**src/rtl/barrel_pkg.sv**
```systemverilog
// Shared types and constants for the four-thread barrel scheduler.
package barrel_pkg;

    localparam int NTHREADS = 4;

    typedef enum logic [1:0] {
        IDLE  = 2'b00,
        RUN   = 2'b01,
        FAULT = 2'b10
    } thread_state_e;

    typedef enum logic [1:0] {
        CMD_NOP   = 2'b00,
        CMD_START = 2'b01,
        CMD_STOP  = 2'b10,
        CMD_CLEAR = 2'b11
    } cmd_e;

    localparam logic [1:0] D_PUSH = 2'b01;
    localparam logic [1:0] D_POP  = 2'b11;

    function automatic logic is_push(input logic [1:0] delta);
        return (delta == D_PUSH);
    endfunction

    function automatic logic is_pop(input logic [1:0] delta);
        return (delta == D_POP);
    endfunction

endpackage

```
**src/rtl/barrel_sched_if.sv**
```systemverilog
// Core stack-op and host command signals of the barrel scheduler.
interface barrel_sched_if;
    import barrel_pkg::*;

    logic [1:0]          slot;
    logic                issue;
    logic                core_we;
    logic [1:0]          core_delta;
    logic                stk_we;
    logic [1:0]          stk_delta;
    logic                ctl_valid;
    logic                ctl_ready;
    logic [1:0]          ctl_thread;
    logic [1:0]          ctl_cmd;
    logic [NTHREADS-1:0] run_mask;
    logic [NTHREADS-1:0] fault_mask;

    modport slave (
        input  core_we, core_delta, ctl_valid, ctl_thread, ctl_cmd,
        output slot, issue, stk_we, stk_delta, ctl_ready, run_mask, fault_mask
    );

    modport master (
        output core_we, core_delta, ctl_valid, ctl_thread, ctl_cmd,
        input  slot, issue, stk_we, stk_delta, ctl_ready, run_mask, fault_mask
    );

endinterface

```
**src/rtl/barrel_thread_ctx.sv**
```systemverilog
// Per-thread run state and, with STACK_CHECK_EN defined, stack depth tracking
// with overflow/underflow fault entry.
module barrel_thread_ctx
    import barrel_pkg::*;
#(
    parameter int DEPTH = 18
) (
    input  logic          clk,
    input  logic          reset,
    input  logic          sel,
    input  logic [1:0]    core_delta,
    input  logic          cmd_stb,
    input  cmd_e          cmd,
    output thread_state_e state,
    output logic          would_fault
);

    thread_state_e state_q, state_d;

`ifdef STACK_CHECK_EN
    localparam int DW = $clog2(DEPTH + 1);
    localparam logic [DW-1:0] DEPTH_MAX = DW'(DEPTH);
    localparam logic [DW-1:0] ONE       = {{(DW-1){1'b0}}, 1'b1};

    logic [DW-1:0] depth_q, depth_d;
`else
    logic unused_delta;
    assign unused_delta = ^core_delta;
`endif

    assign state = state_q;

    // Next state/depth: a fault in this slot wins over any command that cycle.
    always_comb begin
        state_d = state_q;
`ifdef STACK_CHECK_EN
        depth_d     = depth_q;
        would_fault = (state_q == RUN) &&
                      (((depth_q == DEPTH_MAX) && is_push(core_delta)) ||
                       ((depth_q == {DW{1'b0}}) && is_pop(core_delta)));
`else
        would_fault = 1'b0;
`endif
        if (sel && would_fault) begin
            state_d = FAULT;
        end else if (sel) begin
`ifdef STACK_CHECK_EN
            if (state_q == RUN && is_push(core_delta)) begin
                depth_d = depth_q + ONE;
            end else if (state_q == RUN && is_pop(core_delta)) begin
                depth_d = depth_q - ONE;
            end else begin
                depth_d = depth_q;
            end
`endif
            if (cmd_stb) begin
                case (cmd)
                    CMD_START: begin
                        if (state_q == IDLE) begin
                            state_d = RUN;
`ifdef STACK_CHECK_EN
                            depth_d = {DW{1'b0}};
`endif
                        end else begin
                            state_d = state_q;
                        end
                    end
                    CMD_STOP: begin
                        if (state_q == RUN) begin
                            state_d = IDLE;
                        end else begin
                            state_d = state_q;
                        end
                    end
                    CMD_CLEAR: begin
                        if (state_q == FAULT) begin
                            state_d = IDLE;
                        end else begin
                            state_d = state_q;
                        end
                    end
                    default: state_d = state_q;
                endcase
            end else begin
                state_d = state_q;
            end
        end else begin
            state_d = state_q;
        end
    end

    // Thread state (and depth) registers.
    always_ff @(posedge clk) begin
        if (reset) begin
            state_q <= IDLE;
`ifdef STACK_CHECK_EN
            depth_q <= {DW{1'b0}};
`endif
        end else begin
            state_q <= state_d;
`ifdef STACK_CHECK_EN
            depth_q <= depth_d;
`endif
        end
    end

endmodule

```
**src/rtl/barrel_sched.sv**
```systemverilog
// Four-thread barrel scheduler: free-running slot counter, host command
// handshake and per-slot gating of stack ops. Optional feature: STACK_CHECK_EN.
module barrel_sched
    import barrel_pkg::*;
#(
    parameter int DEPTH = 18
) (
    input  logic           clk,
    input  logic           reset,
    barrel_sched_if.slave  bus
);

    logic [1:0]          slot_q, slot_d;
    thread_state_e       th_state [NTHREADS];
    logic [NTHREADS-1:0] th_wf;
    logic                ctl_accept_s;
    logic                issue_s;
    cmd_e                cmd_s;

    assign cmd_s        = cmd_e'(bus.ctl_cmd);
    assign ctl_accept_s = bus.ctl_valid & (bus.ctl_thread == slot_q) & ~reset;
    assign bus.slot     = slot_q;

    for (genvar t = 0; t < NTHREADS; t++) begin : g_thread
        barrel_thread_ctx #(.DEPTH(DEPTH)) u_ctx (
            .clk         (clk),
            .reset       (reset),
            .sel         (slot_q == 2'(t)),
            .core_delta  (bus.core_delta),
            .cmd_stb     (ctl_accept_s & (slot_q == 2'(t))),
            .cmd         (cmd_s),
            .state       (th_state[t]),
            .would_fault (th_wf[t])
        );
    end

    // Slot-head gating is evaluated against the pre-update thread state.
    always_comb begin
        slot_d        = slot_q + 2'd1;
        issue_s       = ~reset & (th_state[slot_q] == RUN) & ~th_wf[slot_q];
        bus.issue     = issue_s;
        bus.ctl_ready = ctl_accept_s;
        bus.stk_we    = bus.core_we & issue_s;
        if (issue_s) begin
            bus.stk_delta = bus.core_delta;
        end else begin
            bus.stk_delta = 2'b00;
        end
        for (int t = 0; t < NTHREADS; t++) begin
            bus.run_mask[t] = (th_state[t] == RUN);
`ifdef STACK_CHECK_EN
            bus.fault_mask[t] = (th_state[t] == FAULT);
`else
            bus.fault_mask[t] = 1'b0;
`endif
        end
    end

    // Slot counter never stalls; the stack rotator advances every cycle.
    always_ff @(posedge clk) begin
        if (reset) begin
            slot_q <= 2'd0;
        end else begin
            slot_q <= slot_d;
        end
    end

endmodule

```
**src/flat_wrapper.sv**
```systemverilog
// flat-port wrapper written by rule: the top's interface ports become plain ports
module barrel_sched_flat import barrel_pkg::*;
#(
    parameter int DEPTH = 18
)
  (clk, reset, bus_core_we, bus_core_delta, bus_ctl_valid, bus_ctl_thread, bus_ctl_cmd, bus_slot, bus_issue, bus_stk_we, bus_stk_delta, bus_ctl_ready, bus_run_mask, bus_fault_mask);
  barrel_sched_if bus_i ();
  input  logic clk;
  input  logic reset;
  input wire logic [$bits(bus_i.core_we)-1:0] bus_core_we;
  input wire logic [$bits(bus_i.core_delta)-1:0] bus_core_delta;
  input wire logic [$bits(bus_i.ctl_valid)-1:0] bus_ctl_valid;
  input wire logic [$bits(bus_i.ctl_thread)-1:0] bus_ctl_thread;
  input wire logic [$bits(bus_i.ctl_cmd)-1:0] bus_ctl_cmd;
  output wire logic [$bits(bus_i.slot)-1:0] bus_slot;
  output wire logic [$bits(bus_i.issue)-1:0] bus_issue;
  output wire logic [$bits(bus_i.stk_we)-1:0] bus_stk_we;
  output wire logic [$bits(bus_i.stk_delta)-1:0] bus_stk_delta;
  output wire logic [$bits(bus_i.ctl_ready)-1:0] bus_ctl_ready;
  output wire logic [$bits(bus_i.run_mask)-1:0] bus_run_mask;
  output wire logic [$bits(bus_i.fault_mask)-1:0] bus_fault_mask;
  assign bus_i.core_we = bus_core_we;
  assign bus_i.core_delta = bus_core_delta;
  assign bus_i.ctl_valid = bus_ctl_valid;
  assign bus_i.ctl_thread = bus_ctl_thread;
  assign bus_i.ctl_cmd = bus_ctl_cmd;
  assign bus_slot = bus_i.slot;
  assign bus_issue = bus_i.issue;
  assign bus_stk_we = bus_i.stk_we;
  assign bus_stk_delta = bus_i.stk_delta;
  assign bus_ctl_ready = bus_i.ctl_ready;
  assign bus_run_mask = bus_i.run_mask;
  assign bus_fault_mask = bus_i.fault_mask;
  barrel_sched #(.DEPTH(DEPTH)) u_core (.clk(clk), .reset(reset), .bus(bus_i));
endmodule
```
**config.mk**
```make
export PLATFORM = sky130hd
export DESIGN_NAME = barrel_sched_flat
export DESIGN_NICKNAME = d
export VERILOG_FILES = /design/src/rtl/barrel_pkg.sv /design/src/rtl/barrel_sched_if.sv /design/src/rtl/barrel_thread_ctx.sv /design/src/rtl/barrel_sched.sv /design/src/flat_wrapper.sv
export SDC_FILE = /design/constraint.sdc
export NUM_CORES = 1
export LEC_CHECK = 0
export ABC_AREA = 1
export BUFFER_PORTS_ARGS = -buffer_cell sky130_fd_sc_hd__buf_2
export CAP_MARGIN = 20
export CORE_MARGIN = 2
export CORE_UTILIZATION = 40
export DETAILED_ROUTE_END_ITERATION = 8
export GPL_TIMING_DRIVEN = 0
export PLACE_DENSITY = 0.72
export SYNTH_ARGS = -nofsm -noshare
export SYNTH_HDL_FRONTEND = slang
export SYNTH_SLANG_ARGS = --single-unit
```
**constraint.sdc**
```tcl
create_clock -name clk -period 1.2 [get_ports clk]
set_clock_uncertainty 0.2 [all_clocks]
set_input_delay 0 -clock clk [delete_from_list [all_inputs] [get_ports clk]]
set_output_delay 0 -clock clk [all_outputs]
set_load 0.03 [all_outputs]
```
# == Word level (Yosys, flattened, before mapping) ==
# Cells that the tools add are included.
# totals
regBits,10
input_bits,10
output_inout_bits,15
elab_cells,80
# classes
addsub,1
n_lt_le_gt_ge,2
n_eq_ne,28
mux,22
n_bitwise,12
reduce_logical,10
# ops
operator,n
$mux W2,15
$ne A2 B2 Y1 const B,12
$pmux W2 S3,4
$reduce_and A6 Y1,4
$eq A2 B2 Y1 const B,8
$eq A2 B1 Y1 const B,7
$logic_not A2 Y1,5
$and A1 B1 Y1,9
$bmux W2 S2,1
$ge A3 B3 Y1 const B,1
$lt A2 B3 Y1 const B,1
$not A2 Y3,1
$reduce_bool A3 Y1,1
$add A2 B1 Y2 const B,1
$bmux W1 S2,1
$eq A2 B2 Y1,1
$not A1 Y1,2
$mux W1,1

# == Depth between registers and ports, before layout ==
# Gate-level depths: netlist (run 1).
# depth
word_depth,8
ltp_mapped,9
depth_no_buf,9

# == Cells and area by module ==
# From an unflattened synthesis (run 1), not the netlist that was laid out.
# unflattened
cells_unflattened,131
area_unflattened_um2,828.3
# modules_own_cells
mod,instances,cells_per_inst,area_each_um2,seq_area_each_um2
barrel_thread_ctx,4,18,123.9,20.0
barrel_sched,1,59,332.8,40.0

# == Least setup slack after synthesis (run 1) ==
# OpenSTA, ideal clock, no wires.
# synth_path
path_type,reg2out
from,"register u_core.slot_q[0], in the netlist u_core.bus.slot[0]"
to,output port bus_stk_delta[0]
t_arrival_ns,1.402
t_required_ns,1.000
setup_slack_ns,-0.402
stages_incl_launch_ff,5
path_buffers,0
path_cell_list,dfxtp_1 o21ai_0 o22ai_1 nand2_1 nor2_1
# synth_via
elab_chain_len,8
elab_cells_between_ends,11
classes_between,eq/ne: 1; mux: 6; bitwise: 4
# synth_rtl
item,line_no,source
from (decl),barrel_sched.sv:13,"logic [1:0] slot_q, slot_d;"
from (signal assigned),barrel_sched.sv:64,slot_q <= slot_d;
$not A2 Y3 (not written as such),barrel_sched.sv:40,issue_s = ~reset & (th_state[slot_q] == RUN) & ~th_wf[slot_q];
$bmux W2 S2,barrel_sched.sv:40,
$mux W2 (not written as such) (2 in a row),barrel_sched.sv:40,
$eq A2 B1 Y1,barrel_sched.sv:40,
$and A1 B1 Y1,barrel_sched.sv:40,
$and A1 B1 Y1 *,barrel_sched.sv:40,
$mux W2 *,barrel_sched.sv:44,if (issue_s) begin
to (decl),flat_wrapper.sv:18,output wire logic [$bits(bus_i.stk_delta)-1:0] bus_stk_delta;
# Mark *: on every way between the ends. The rest lies on a longest branch, timed or not. The select of a mux whose other input is x is not followed.

# == Worst setup path in the final report (run 1) ==
# layout_path
from,"register u_core.slot_q[0], in the netlist u_core.bus.slot[0]"
to,output port bus_ctl_ready
# layout_via
elab_chain_len,3
# layout_rtl
item,line_no,source
$eq A2 B2 Y1,barrel_sched.sv:21,assign ctl_accept_s = bus.ctl_valid & (bus.ctl_thread == slot_q) & ~reset;
$and A1 B1 Y1 (2 in a row),barrel_sched.sv:21,
to (decl),flat_wrapper.sv:19,output wire logic [$bits(bus_i.ctl_ready)-1:0] bus_ctl_ready;
# Every way passes these cells.

==> impl_metrics.toml, run 1 <==
[power]
combPwrFrac = 0.432
p_int_mw = 0.483
power.total_mw = 0.792
clkPwrFrac = 0.284
seq_power_share = 0.284
power.density_mw_per_mm2 = 770
p_sw_mw = 0.309
leakagePower_nw = 0.570
vdd_drop_max_v = 0.000573
swShare = 0.390

[drt]
drt_iter0_drc = 7
dr.pass1.iters = 4
num_vias = 705
routedWlPerCell_um = 11.8
drt_wl_total_mm = 1.74
ant_nets = 0
drcViolationCount = 0
via_per_inst = 4.76

[synthesis]
seq_area_frac_synth = 0.205
synth_top_area_share = 0.205
ys_warn_count = 0
syn_avg_cell_area_sq_um = 6.45
synth_top_cell_by_area = "dfxtp_1"
synth.area.top_cells = "dfxtp_1 20%, ha_1 17%, nor2_1 13%, nand2_1 10%, inv_1 9.6%"
syn-cell-area_sq_um = 587
synth.distinct_cells = 16
postSynthCellCount = 91
ys_seq_elements = 6

[die]
die_area_sq_mm = 0.00179
rows = 13
die_h_um = 42.3
die_width_um = 42.3
io_pins = 25
core-area_sq_mm = 0.00133
start_util = 0.440

[global_routing]
grt_start_max_net_pins = 8
gr-usage-all-layers = 0.200
grt_pass1_wl_mm = 2.66
grt_pass1_vias = 618
gr-total-overflow = 0
grt_antenna_before_repair = 0

[timing]
period_share = 1.28
setup_viol = 10
setup_ws_ns = -0.338
grt_setup_unrepaired = "yes"
final_hold_viol_count = 0
min_period_ns = 1.54
finalSetupTns_ns = -2.78
finalMaxSlewViolations = 0
fmax_ghz = 0.650
holdWs_ns = 0.0451

[run_status]
violations = "setup timing"
status = "complete, but fails checks"

[setup_path]
start_kind = "flip-flop"
arrival_ns = 1.34
critPathRequiredTime_ns = 1.00
cp-end-kind = "output pin"
criticalPathCategory = "reg2out"
cp_max_fo = 7

[clock_tree]
clkSinkCount = 6
cts_tree = "built"
htreeDepth = 1
clockBufferDepth = 2
cts_root_buffer = "clkbuf_4"
cts-buffers-inserted = 3
worst_skew_pair.late_latency_ns = 0.27
clk_pin_slew_ns = 0.06

[layout]
drive_gt1_frac = 0.519
final-instance-count-excl-fill = 148
fin_nets = 152
diodes = 0
layout_common_cells = "15 x inv_1, 14 x buf_2, 13 x nor2_1, 13 x buf_4, 12 x nand2_1"
area_growth_pct = 75.3
fill_cells = 101
finish.instance_area_sq_mm = 0.00103
fin_util = 0.771
layout_commonest_cell = "inv_1"

[placement]
place_ws_ns = -0.127
portBuffers = 20
place_congestion = 0.727
dp_hpwl_um = 943
post_dp_cell_area_sq_um = 756
placedCellCount = 129

[flow_run]
drv_cap = 0

[hold_path]
hold_class = "in2reg"
## state kept, by name (all words and copies together), names as in the netlist
signal / cells
u_core.g_thread.u_ctx.state: 4
u_core.bus.slot: 2
## cell usage after synthesis, drive strengths merged
library cell  instances
nand3                 9
conb                  1
inv                  18
o22ai                 1
dfxtp                 6
ha                    8
buf                   4
o21ai                 2
a21oi                 4
nand2                17
nor2                 21
## final cells by class
cell class                      count  area, sq um  area share
Multi-Input combinational cell     66          482       0.468
Timing Repair Buffer               35          268       0.260
Sequential cell                     6          131       0.128
Inverter                           18         72.6      0.0706
Buffer                              4         30.0      0.0292
Clock buffer                        4         26.3      0.0255
Tap cell                           15         18.8      0.0182
## layer usage
metal | vias to the layer above | GRT usage | part of all wire
met5 | - | 0 | 0
met4 | 0 | 0.0750 | 0.017
met3 | 5 | 0.0647 | 0.060
met2 | 29 | 0.397 | 0.56
met1 | 317 | 0.182 | 0.36
li1 | 354 | - | -
## final timing paths
path | from | end | slack, ns | cells past startpoint
worst max-delay path | u_core.bus.slot[0] | bus_ctl_ready | -0.34 | 6
worst min-delay path | bus_ctl_valid | u_core.g_thread[3].u_ctx.state[0] | 0.05 | 6
worst min register to register | u_core.g_thread[2].u_ctx.state[0] | u_core.g_thread[2].u_ctx.state[0] | 0.34 | 2
worst max register to register | u_core.bus.slot[0] | u_core.g_thread[1].u_ctx.state[0] | -0.32 | 9
## power by group through the flow
stage	logic, mW	clock network, mW	registers [mW]
detailed placement	0.220	0	0.226
CTS	0.289	0.226	0.222
floorplan	0.154	0	0.238
global placement	0.216	0	0.225
finish	0.342	0.225	0.225
global route	0.370	0.239	0.226
## worst max-delay path, cell delays in order, from the launching register on
cell,delay [ns]
dfxtp_4,0.40
inv_4,0.07
buf_4,0.14
nand2_4,0.05
nand3_4,0.09
nor2_8,0.16
buf_6,0.15
## logic make-up after synthesis
logic type	synth area share
and+or+nand+nor	0.390
buffers and inverters	0.166
adders and majority gates	0.171
AOI/OAI and AO/OA	0.0618
DFF	0.205
other	0.00639
## what timing repair did
action,in CTS,in global routing
resized for setup,25,11
hold buffers,1,0
endpoints found under the hold margin,6,0
pin swaps,11,3
setup endpoints to repair,9,10
cloned,0,0
setup buffers,9,5
Note: power is estimated with default switching activity, not from simulation.
==> run 2, diff against run 1 <==
- ABC_AREA: 1 -> 0
- CORE_MARGIN: 2 -> unset
- CORE_UTILIZATION: 40 -> 39
==> run 2 against run 1 <==
Net effect:
- the flow still finishes with violations (setup timing)
- flip-flop and latch count unchanged
- worst hold slack got worse by 0.037 ns
- combinational power decreased by 39%
- critical endpoint is now bus_stk_delta[0]
- core utilization decreased by 8.6 points
==> impl_metrics.toml, run 2 <==
[drt]
drcViolationCount = 0
drt_wl_total_mm = 1.12
via_per_inst = 4.89
num_vias = 489
routedWlPerCell_um = 11.2
ant_nets = 0
dr.pass1.iters = 4
drt_iter0_drc = 4

[setup_path]
r2r_setup_slack_ns = -0.45
crit_path_end = "bus_stk_delta[0]"
reg2reg_from = "u_core.bus.slot[1]"
cp-end-kind = "output pin"
cp-startpoint = "u_core.bus.slot[1]"
critPathRequiredTime_ns = 1.00
reg2reg_depth = 6
criticalPathCategory = "reg2out"
arrival_ns = 1.49
cp_max_fo = 4
reg2reg_to = "u_core.g_thread[3].u_ctx.state[0]"
start_kind = "flip-flop"

[power]
leakagePower_nw = 0.406
p_sw_mw = 0.199
power.density_mw_per_mm2 = 763
clkPwrFrac = 0.304
seq_power_share = 0.356
swShare = 0.325
vdd_drop_max_v = 0.000656
combPwrFrac = 0.340
p_int_mw = 0.413

[layout]
drive_gt1_frac = 0.523
area_growth_pct = 53.7
regArea_sq_um = 129
fill_cells = 92
diodes = 0
layout_common_cells = "15 x buf_2, 8 x ha_1, 5 x inv_1, 5 x buf_4, 5 x buf_6"
largest_register_ffs = 4
fin_util = 0.685
layout_commonest_cell = "buf_2"
multiInputGateArea_sq_um = 407
fin_nets = 106

[synthesis]
synth-async-reset-ratio = 0
synth-simple-area-share = 0.281
synthAdderAreaFrac = 0.192
syn_avg_cell_area_sq_um = 9.32
synthMuxAreaShare = 0.101
synth_edf_count = 0
synth_xor_area_frac = 0.0336
synth_top_family_by_area = "simple AND/OR/NAND/NOR gates"
seq_area_frac_synth = 0.230
ys_top_cells_by_count = "8 x ha_1, 6 x dfxtp_1, 6 x inv_1"
synth.distinct_cells = 22
synth_compound_area_frac = 0.0552
synth_ff_type = "dfxtp_1"
synth_top_cell_by_area = "dfxtp_1"
ys_warn_count = 0
syn-cell-area_sq_um = 522
postSynthCellCount = 56
synth_top_area_share = 0.230
synth.area.top_cells = "dfxtp_1 23%, ha_1 19%, mux2i_1 5.8%, buf_4 5.8%, inv_1 4.3%"
ys_seq_elements = 6
synth.most_common_cell = "ha_1"

[die]
die_area_sq_mm = 0.00149
die_h_um = 38.6
die_width_um = 38.6
rows = 12
start_util = 0.446
core-area_sq_mm = 0.00117
io_pins = 25

[timing]
period_share = 1.41
min_period_ns = 1.69
setup_viol = 10
fmax_ghz = 0.592
holdWs_ns = 0.00803
grt_setup_unrepaired = "yes"
setup_ws_ns = -0.489
finalMaxSlewViolations = 0
final_hold_viol_count = 0

[clock_tree]
htreeDepth = 1
cts_root_buffer = "clkbuf_4"
worst_skew_pair.late_latency_ns = 0.25
clk_pin_slew_ns = 0.05
clockBufferDepth = 2
clkSinkCount = 6
cts-buffers-inserted = 3
cts_tree = "built"

[placement]
portBuffers = 20
place_congestion = 0.808
dp_hpwl_um = 806

[global_routing]
grt_pass1_wl_mm = 1.95
grt_antenna_before_repair = 0
grt_pass1_vias = 478
gr-total-overflow = 0
grt_start_max_net_pins = 8
gr-usage-all-layers = 0.196

[run_status]
violations = "setup timing"
status = "complete, but fails checks"

[hold_path]
hold_class = "in2reg"

[flow_run]
drv_cap = 0
## run 2: changes by cell type in the layout (fill, tap and decap cells not counted), moves of 4 or more
cell,before,now
buf_6,10,5
nor2_1,13,3
buf_4,13,5
nand3_1,6,0
inv_1,15,5
nand2_4,4,0
nand2_1,12,3
## run 2: per-layer routing
| metal | vias up | global-route usage | part of all wire |
|---|---|---|---|
| met5 | - | 0 | 0 |
| met4 | 0 | 0.103 | 0.028 |
| met3 | 6 | 0.0867 | 0.097 |
| met2 | 25 | 0.342 | 0.47 |
| met1 | 216 | 0.192 | 0.40 |
| li1 | 242 | - | - |
## run 2: critical path, stage by stage, from the launching register on
cell	delay [ns]
dfxtp_4	0.35
mux4_2	0.48
nor2b_4	0.15
and2_4	0.13
buf_6	0.13
## run 2: cell families after synthesis
logic type	Yosys count
flip-flops	6
multiplexers	4
adder cells (fa/ha/maj)	8
AND/OR/NAND/NOR	22
buffers and inverters	10
other	1
XOR/XNOR	2
AO/OA/AOI/OAI	3
## run 2: layout make-up
class	count	share of cell area
buffer	4	0.0374
clock buffer	3	0.0281
inverter	6	0.0281
multi-input combinational	43	0.507
sequential	6	0.161
tap	14	0.0218
timing repair buffer	24	0.217
## run 2: worst min-delay path by stage
stage          depth (start not counted)  slack, ns          start                                 to
3_3_place_gp                           2        0.1          reset                 u_core.bus.slot[0]
6_report                               4      0.008  bus_ctl_valid  u_core.g_thread[3].u_ctx.state[0]
5_1_grt                                4       0.02  bus_ctl_valid  u_core.g_thread[3].u_ctx.state[0]
4_1_cts                                4      0.002  bus_ctl_valid  u_core.g_thread[3].u_ctx.state[0]
2_1_floorplan                          1      -0.15          reset                          bus_issue
3_5_place_dp                           2       0.11          reset                 u_core.bus.slot[0]
## run 2: repair_timing
item	in CTS	in global routing
setup endpoints to repair	9	10
gates resized for setup	10	8
hold buffers	2	0
hold endpoints to repair	5	0
pin swaps	7	1
buffers inserted	1	1
## run 2: power by group through the flow
stage | registers [mW] | logic [mW] | clock network, mW
floorplan | 0.239 | 0.0959 | 0
global placement | 0.226 | 0.153 | 0
detailed placement | 0.227 | 0.153 | 0
finish | 0.218 | 0.208 | 0.186
global route | 0.219 | 0.225 | 0.206
CTS | 0.218 | 0.180 | 0.192
## run 2: stage by stage
| stage | setup TNS, ns | instance area, sq um | total power, mW | setup WS (ns) | std cells |
|---|---|---|---|---|---|
| 2_1_floorplan | -1.76 | 564 | 0.334 | -0.419 | 59 |
| 3_3_place_gp | -1.89 | 682 | 0.380 | -0.325 | 93 |
| 3_5_place_dp | -1.95 | 682 | 0.381 | -0.333 | 93 |
| 4_1_cts | -3.14 | 764 | 0.590 | -0.494 | 99 |
| 5_1_grt | -4.16 | 802 | 0.650 | -0.550 | 100 |
| 6_report | -3.49 | 802 | 0.612 | -0.489 | 100 |
==> run 3, diff against run 2 <==
- ABC_AREA: 0 -> 1
- CORE_UTILIZATION: 39 -> 40
==> run 3 against run 2 <==
Net effect:
- the run still ends with setup timing left
- design area is 24% higher
- die area is 9.1% higher
- register-to-register slack better by 0.19 ns
- cell count is 43% higher
- power is 26% higher
- global-route usage is 1.2 points higher
- clock power is 18% higher
- sequential power is 4% higher
- largest cell class unchanged
==> impl_metrics.toml, run 3 (synthesis results as in run 1) <==
[run_status]
status = "complete, but fails checks"
violations = "setup timing"

[setup_path]
path_delay_family = "flip-flops"
reg2reg_depth = 8
reg2reg_from = "u_core.bus.slot[0]"
r2r_setup_slack_ns = -0.26
crit_buf_inv = 3
cp-end-kind = "output pin"
cp_max_fo = 7
criticalPathCategory = "reg2out"
cp_cell_sequence = "inv_8 -> buf_4 -> nand2_4 -> nand3_4 -> nor2_8 -> buf_6"
slowest_stage = "dfxtp_4"
arrival_ns = 1.30
critPathRequiredTime_ns = 1.00
critical_path.max_stage_delay_ns = 0.41
reg2reg_to = "u_core.g_thread[3].u_ctx.state[0]"
start_kind = "flip-flop"

[clock_tree]
cts_root_buffer = "clkbuf_4"
htreeDepth = 1
clk_pin_slew_ns = 0.05
cts-buffers-inserted = 3
worst_skew_pair.late_latency_ns = 0.26
clockBufferDepth = 2
cts_tree = "built"
clkSinkCount = 6

[timing]
period_share = 1.25
min_period_ns = 1.50
setup_viol = 9
finalSetupTns_ns = -2.43
setup_ws_ns = -0.305
finalMaxSlewViolations = 0
final_hold_viol_count = 0
grt_setup_unrepaired = "yes"
fmax_ghz = 0.665
holdWs_ns = 0.0126

[power]
seq_power_share = 0.294
leakagePower_nw = 0.529
clkPwrFrac = 0.285
vdd_drop_max_v = 0.000672
p_int_mw = 0.467
power.density_mw_per_mm2 = 772
swShare = 0.392
p_sw_mw = 0.302
combPwrFrac = 0.421

[die]
rows = 13
io_pins = 25
die_h_um = 40.3
die_width_um = 40.3
core-area_sq_mm = 0.00133
start_util = 0.440
die_area_sq_mm = 0.00162

[drt]
drt_iter0_drc = 8
num_vias = 676
ant_nets = 0
dr.pass1.iters = 4
drcViolationCount = 0
routedWlPerCell_um = 11.3
via_per_inst = 4.73
drt_wl_total_mm = 1.61

[layout]
regArea_sq_um = 131
fin_nets = 147
diodes = 0
largest_register_ffs = 4
drive_gt1_frac = 0.516
multiInputGateArea_sq_um = 498
layout_common_cells = "14 x inv_1, 14 x nand2_1, 14 x buf_2, 12 x nor2_1, 10 x buf_4"
finish.instance_area_sq_um = 996
area_growth_pct = 69.7
fill_cells = 106

[placement]
post_dp_cell_area_sq_um = 756
place_congestion = 0.759
portBuffers = 20
dp_hpwl_um = 944
place_ws_ns = -0.145

[hold_path]
hold_start = "bus_ctl_valid"
hold_path_depth = 6
min_to = "u_core.g_thread[3].u_ctx.state[0]"
hold_class = "in2reg"

[global_routing]
grt_pass1_vias = 526
gr-usage-all-layers = 0.208
grt_pass1_wl_mm = 2.17
gr-total-overflow = 0
grt_antenna_before_repair = 0
grt_start_max_net_pins = 10

[flow_run]
drv_cap = 0
==> run 3: worst max-delay path by stage <==
| stage | startpoint | to | depth (start not counted) |
|---|---|---|---|
| 3_3_place_gp | u_core.bus.slot[0] | u_core.g_thread[3].u_ctx.state[0] | 8 |
| 2_1_floorplan | u_core.bus.slot[0] | u_core.g_thread[3].u_ctx.state[0] | 7 |
| 5_1_grt | u_core.bus.slot[0] | bus_ctl_ready | 6 |
| 4_1_cts | u_core.bus.slot[0] | bus_stk_delta[1] | 6 |
| 6_report | u_core.bus.slot[0] | bus_ctl_ready | 6 |
| 3_5_place_dp | u_core.bus.slot[0] | u_core.g_thread[3].u_ctx.state[0] | 8 |
==> run 3: worst min-delay path: cells and delay by family <==
kind,cells,cell delay (ns)
AND/OR/NAND/NOR,5,0.33
buffers and inverters,1,0.11
==> run 3: area by class of cell <==
class | instances | share of cell area
clock buffer | 4 | 0.0264
timing repair buffer | 29 | 0.215
inverter | 18 | 0.0779
multi-input combinational | 67 | 0.500
buffer | 4 | 0.0302
sequential | 6 | 0.132
tap | 15 | 0.0188
==> run 3: routing by layer <==
metal	GRT usage	share of wire	routed length [um]
met4	0.100	0.017	27
met3	0.0667	0.051	83
met1	0.264	0.41	663
met5	0	0	0
met2	0.315	0.52	841
==> run 3: metrics by stage <==
step	utilization	power, mW	cells
6_report	0.747	0.769	143
5_1_grt	0.747	0.814	143
4_1_cts	0.685	0.720	138
3_5_place_dp	0.567	0.447	129
3_3_place_gp	0.567	0.441	129
2_1_floorplan	-	0.392	94
==> run 3: power groups by stage <==
| stage | sequential [mW] | clock (mW) | combinational (mW) |
|---|---|---|---|
| after CTS | 0.227 | 0.221 | 0.272 |
| final | 0.226 | 0.219 | 0.324 |
| after global placement | 0.225 | 0 | 0.216 |
| after detailed placement | 0.226 | 0 | 0.221 |
| after floorplan | 0.238 | 0 | 0.154 |
| after global routing | 0.228 | 0.235 | 0.351 |
==> run 3: what timing repair did <==
item,in CTS,in global routing
pin swaps,7,10
setup endpoints to repair,9,10
gates cloned,0,1
hold endpoints to repair,6,0
hold buffers,2,0
resized for setup,28,12
setup buffers,3,5
